### src/rtl/serial_pkg.sv
// serial_pkg: FSM states, counter sizing and line levels shared by the serial receiver and transmitter
package serial_pkg;
   typedef enum logic [2:0] {S_IDLE, S_START, S_DATA, S_PARITY, S_STOP} state_e;
   localparam int OVERSAMPLE_DEF = 16;
   localparam int TCNT_W = $clog2(OVERSAMPLE_DEF);
   localparam logic LINE_IDLE = 1'b1;
   function automatic int cnt_w(input int n);
      return (n > 1) ? $clog2(n) : 1;
   endfunction
endpackage

### src/rtl/serial_sync.sv
// serial_sync: 2-flop synchronizer for an asynchronous single-bit input
module serial_sync #(
   parameter logic RST_VAL = 1'b0
) (
   input  logic clk_i,
   input  logic rst_ni,
   input  logic d_i,
   output logic q_o
);
   logic [1:0] sync_q;
   always_ff @(posedge clk_i or negedge rst_ni)
      if (!rst_ni) sync_q <= {2{RST_VAL}};
      else sync_q <= {sync_q[0], d_i};
   assign q_o = sync_q[1];
endmodule

### src/rtl/serial_rx.sv
// serial_rx: oversampled 8N1 UART receiver with a single-entry VALID/READY output register
// Define SERIAL_RX_PARITY_EN to add an even-parity bit and the parity_err_o output.
module serial_rx
   import serial_pkg::*;
#(
   parameter int DATA_BITS  = 8,
   parameter int OVERSAMPLE = OVERSAMPLE_DEF
) (
   input  logic                 clk_i,
   input  logic                 rst_ni,
   input  logic                 tick_i,
   input  logic                 rxd_i,
   output logic [DATA_BITS-1:0] data_o,
   output logic                 valid_o,
   input  logic                 ready_i,
`ifdef SERIAL_RX_PARITY_EN
   output logic                 parity_err_o,
`endif
   output logic                 frame_err_o,
   output logic                 overrun_o
);
   localparam int TW = cnt_w(OVERSAMPLE);
   localparam int BW = cnt_w(DATA_BITS);
   localparam logic [TW-1:0] T_HALF = TW'(OVERSAMPLE / 2 - 1);
   localparam logic [TW-1:0] T_LAST = TW'(OVERSAMPLE - 1);
   localparam logic [BW-1:0] B_LAST = BW'(DATA_BITS - 1);
`ifdef SERIAL_RX_PARITY_EN
   localparam state_e AFTER_DATA = S_PARITY;
`else
   localparam state_e AFTER_DATA = S_STOP;
`endif
   logic rxs, last, stop_smp, good, load;
   state_e state_q, state_d;
   logic [TW-1:0] tcnt_q, tcnt_d;
   logic [BW-1:0] bcnt_q, bcnt_d;
   logic [DATA_BITS-1:0] shift_q, shift_d, data_q, data_d;
   logic valid_q, valid_d, ferr_q, ferr_d, ovr_q, ovr_d;

   serial_sync #(.RST_VAL(LINE_IDLE)) u_sync (
      .clk_i (clk_i),
      .rst_ni(rst_ni),
      .d_i   (rxd_i),
      .q_o   (rxs)
   );

   always_ff @(posedge clk_i or negedge rst_ni)
      if (!rst_ni) begin
         state_q <= S_IDLE;
         tcnt_q  <= '0;
         bcnt_q  <= '0;
         shift_q <= '0;
         data_q  <= '0;
         valid_q <= 1'b0;
         ferr_q  <= 1'b0;
         ovr_q   <= 1'b0;
      end else begin
         state_q <= state_d;
         tcnt_q  <= tcnt_d;
         bcnt_q  <= bcnt_d;
         shift_q <= shift_d;
         data_q  <= data_d;
         valid_q <= valid_d;
         ferr_q  <= ferr_d;
         ovr_q   <= ovr_d;
      end

   assign last = tcnt_q == T_LAST;

   // Counters only move on TICK; the mid-bit points are the tcnt wrap in DATA/PARITY/STOP.
   always_comb begin
      state_d = state_q;
      tcnt_d  = tcnt_q;
      bcnt_d  = bcnt_q;
      shift_d = shift_q;
      if (tick_i)
         case (state_q)
            S_IDLE: begin
               state_d = rxs ? S_IDLE : S_START;
               tcnt_d  = '0;
            end
            S_START: begin
               tcnt_d = (tcnt_q == T_HALF) ? '0 : tcnt_q + 1'b1;
               bcnt_d = '0;
               if (tcnt_q == T_HALF) state_d = rxs ? S_IDLE : S_DATA;
            end
            S_DATA: begin
               tcnt_d = tcnt_q + 1'b1;
               if (last) begin
                  shift_d = {rxs, shift_q[DATA_BITS-1:1]};
                  bcnt_d  = bcnt_q + 1'b1;
                  if (bcnt_q == B_LAST) state_d = AFTER_DATA;
               end
            end
            default: begin
               tcnt_d = tcnt_q + 1'b1;
               if (last) state_d = (state_q == S_STOP) ? S_IDLE : S_STOP;
            end
         endcase
   end

   assign stop_smp = tick_i && state_q == S_STOP && last;
   assign good     = stop_smp && rxs;
   assign load     = good && (!valid_q || ready_i);

   always_comb begin
      data_d  = load ? shift_q : data_q;
      valid_d = load || (valid_q && !ready_i);
      ferr_d  = stop_smp && !rxs;
      ovr_d   = good && valid_q && !ready_i;
   end

`ifdef SERIAL_RX_PARITY_EN
   logic par_q, par_d, perr_q, perr_d;
   always_comb begin
      par_d  = (tick_i && state_q == S_PARITY && last) ? rxs : par_q;
      perr_d = stop_smp && (^shift_q ^ par_q);
   end
   always_ff @(posedge clk_i or negedge rst_ni)
      if (!rst_ni) begin
         par_q  <= 1'b0;
         perr_q <= 1'b0;
      end else begin
         par_q  <= par_d;
         perr_q <= perr_d;
      end
   assign parity_err_o = perr_q;
`endif

   assign data_o      = data_q;
   assign valid_o     = valid_q;
   assign frame_err_o = ferr_q;
   assign overrun_o   = ovr_q;
endmodule

### config.mk
export PLATFORM = sky130hd
export DESIGN_NAME = serial_rx
export DESIGN_NICKNAME = d
export VERILOG_FILES = /design/src/rtl/serial_pkg.sv /design/src/rtl/serial_sync.sv /design/src/rtl/serial_rx.sv
export SDC_FILE = /design/constraint.sdc
export NUM_CORES = 1
export LEC_CHECK = 0
export CAP_MARGIN = 30
export CORE_ASPECT_RATIO = 0.9
export CORE_MARGIN = 4
export CORE_UTILIZATION = 40
export DETAILED_ROUTE_END_ITERATION = 10
export GPL_TIMING_DRIVEN = 0
export SLEW_MARGIN = 10
export SYNTH_ARGS = -nofsm -noshare
export SYNTH_HDL_FRONTEND = slang
export SYNTH_SLANG_ARGS = --single-unit
### constraint.sdc
create_clock -name clk_i -period 3.5 [get_ports clk_i]
set_clock_uncertainty 0.05 [all_clocks]
set_input_delay 0.525 -clock clk_i [delete_from_list [all_inputs] [get_ports clk_i]]
set_output_delay 0.525 -clock clk_i [all_outputs]
set_load 0.02 [all_outputs]
==> results.md <==
- Max cap viols: 0
- Critical Path Sink Type: register
- CTS clock-pin slew for the worst setup and hold paths: 0.06 ns
- Final nets: 135
- Row count: 20
- Hold Violations, Final: 0
- Critical-path maximum fanout: 10
- # DRC: 0
- Post-synth EDFFs: 0
- Full die area: 4520 sq um
- Synth Instances: 105
- Xor and xnor area share after synthesis: 0%
- Fmax: 512 MHz
- Vias/cell: 4.97
- Drt pass-1 iters: 4
- Chip Width: 70.4 microns
- Mux cell area share after synthesis: 17.6%
- Sequential share of power: 52.9%
- Gr ovfl total: 0
- Synth warn: 0
- Reg2reg start: tcnt_q[0]
- CTS Buf Count: 5
- Share of synthesized registers carrying an async set or reset: 100%
- Worst setup SP type: input pin
- Syn-to-layout area delta: 19.5%
- Port Buffers: 15
- Synth Cell Area: 1400 sq um
- Unrepaired setup endpoints after global routing: no
- Wire per inst: 12.7 microns
- H-tree depth: 2
- Setup TNS: 0 ns
- Synthesized net count: 113
- Post-Synth Adder-Cell Area: 2.68%
- Cell area power density: 488 nW/um^2
- Combinational share of power: 17.0%
- Drt total wl: 2150 microns
- Critical Path Start: tick_i
- Share of layout cells above drive strength 1: 25.4%
- Final worst-path cycle share: 55.8%
- Core Region: 3380 sq um
- Largest family of logic cells by synthesized area: multiplexers
- Initial DRC Count: 21
- Top-count cell post-synth: dfrtp_1
- Outcome: completed
- WS Path Type: in -> reg
- I/O pin total: 16
- Post-synth top cells: 29 x dfrtp_1, 8 x mux2_2, 7 x mux2_4
- Longest Clk Path Bufs: 2
- Met3 WL: 136 microns
- Root Buffer: clkbuf_8
- Clock share of power: 30.2%
- Initial antenna violation count: 0
- CTS Hold Bufs: 0
- Starting Density: 41.5%
- Worst-Margin Slew: 0.685 ns
- Synth top area cells: dfrtp_1 52%, mux2_4 7.5%, mux2_2 6.4%
- Synth Area in Compound Gates: 6.52%
- CTS tree: yes
- Yosys top cell area share: 51.8%
- Worst skew pair latency: 0.28 ns
- Area leader, netlist: dfrtp_1
- GPL Wtd Cong: 0.729
- Place WS: 1.25 ns
- Total track usage: 11.5%
- PostCTS Resize Cnt: 0
- Routed Antenna Nets: 0
- Via count: 845
- Register area share after synthesis: 55.5%
- Final Max Tran Viols: 0
- Number of synthesized register bits: 31
- Worst VDD drop: 0.236 mV
- Int Power: 0.592 mW
- CP arrival: 2.07 ns
- Switch share: 27.5%
- First-pass GRT wire length: 3910 microns
- Mean area per synthesized cell: 13.3 sq um
- Highest routing layer actually used: met4
- Depth of the worst register-to-register path: 5
- Die height: 64.2 microns
- Worst min path class: in -> async
- Leak pwr: 0.785 nW
- Crit path time final: 1.95 ns
- Antenna cell count: 0
- Relative slew slack: 54.3%
- Switch Pwr: 0.225 mW
- Synth unique cells: 36
- Buffers inserted by post-CTS timing repair: 0
- R2R setup slack: 1.66 ns
- Simple logic cell fraction of the synthesized area: 14.1%
- Vias in the first global route: 871
- Worst path required time: 3.61 ns
- Setup ws final: 1.55 ns
- Clk sinks: 31
- Final setup fails: 0
- Critical R2R Capture: shift_q[6]
- Top FF cell, synth: dfrtp_1
- Critical Path End: shift_q[6]
- M1 wire length: 1000 microns
- Met2 wire len: 957 microns
- Largest net degree at the start of global routing: 32
- DP Wirelength: 1590 microns
-- cell type report --
type | count | area (sq um)
Fill cell | 311 | 1700
Sequential cell | 31 | 778
Multi-Input combinational cell | 64 | 573
Timing Repair Buffer | 15 | 145
Clock buffer | 6 | 72.6
Tap cell | 44 | 55.1
Buffer | 5 | 31.3
Inverter | 5 | 18.8
-- power by group through the flow --
stage                     logic, mW  registers, mW  clock network [mW]
after global routing          0.160          0.436               0.272
after CTS                     0.141          0.431               0.258
after detailed placement      0.141          0.438                   0
final                         0.139          0.432               0.246
after global placement        0.136          0.435                   0
after floorplan               0.111          0.427                   0
-- cell families after synthesis --
family                   Yosys count
flip-flops                        31
AND/OR/NAND/NOR                   28
multiplexers                      20
AO/OA/AOI/OAI                     13
buffers and inverters             10
adder cells (fa/ha/maj)            3
-- layout by cell type (no fill, tap or decap), types with 4 or more instances in the layout --
master	netlist	final
clkbuf_8	0	5
clkdlybuf4s50_1	0	14
dfrtp_1	29	29
inv_1	5	5
mux2_2	8	8
mux2_4	7	7
mux2i_1	4	4
nand2_1	5	5
nand2b_1	4	4
-- registers in the layout (all words and copies together) (netlist names) --
name and count:
data_o 8, shift_q 8, tcnt_q 4, bcnt_q 3
state_q 3, u_sync.sync_q 2, frame_err_o 1, overrun_o 1
valid_o 1
-- metal layers --
metal | up-vias | global-route usage, %
met5 | - | 0
li1 | 414 | -
met2 | 15 | 17.4
met4 | 0 | 6.46
met3 | 6 | 5.50
met1 | 410 | 13.2
-- per-stage QoR --
| step | utilization [%] | power [mW] | std cells | instance area [sq um] | hold WS [ns] |
|---|---|---|---|---|---|
| after floorplan | - | 0.538 | 105 | 1400 | 0.179 |
| after global placement | 47.6 | 0.571 | 164 | 1610 | 0.296 |
| after detailed placement | 47.4 | 0.579 | 164 | 1600 | 0.297 |
| after CTS | 49.6 | 0.831 | 170 | 1670 | 0.250 |
| after global routing | 49.6 | 0.868 | 170 | 1670 | 0.283 |
| final | 49.6 | 0.817 | 170 | 1670 | 0.237 |
-- critical path: stages --
cell             delay (ns)
clkdlybuf4s50_1        0.54
nand4_4                0.18
nor4b_4                0.29
buf_6                  0.22
mux2_4                 0.31
-- worst min-delay path by stage --
stage,start,end,slack (ns),cells after the start
6_report,rst_ni,tcnt_q[2],0.24,1
5_1_grt,rst_ni,overrun_o,0.28,1
4_1_cts,rst_ni,overrun_o,0.25,1
3_5_place_dp,u_sync.sync_q[0],u_sync.sync_q[1],0.30,0
3_3_place_gp,u_sync.sync_q[0],u_sync.sync_q[1],0.30,0
2_1_floorplan,rst_ni,bcnt_q[0],0.18,0
Note: power is estimated with default switching activity, not from simulation.
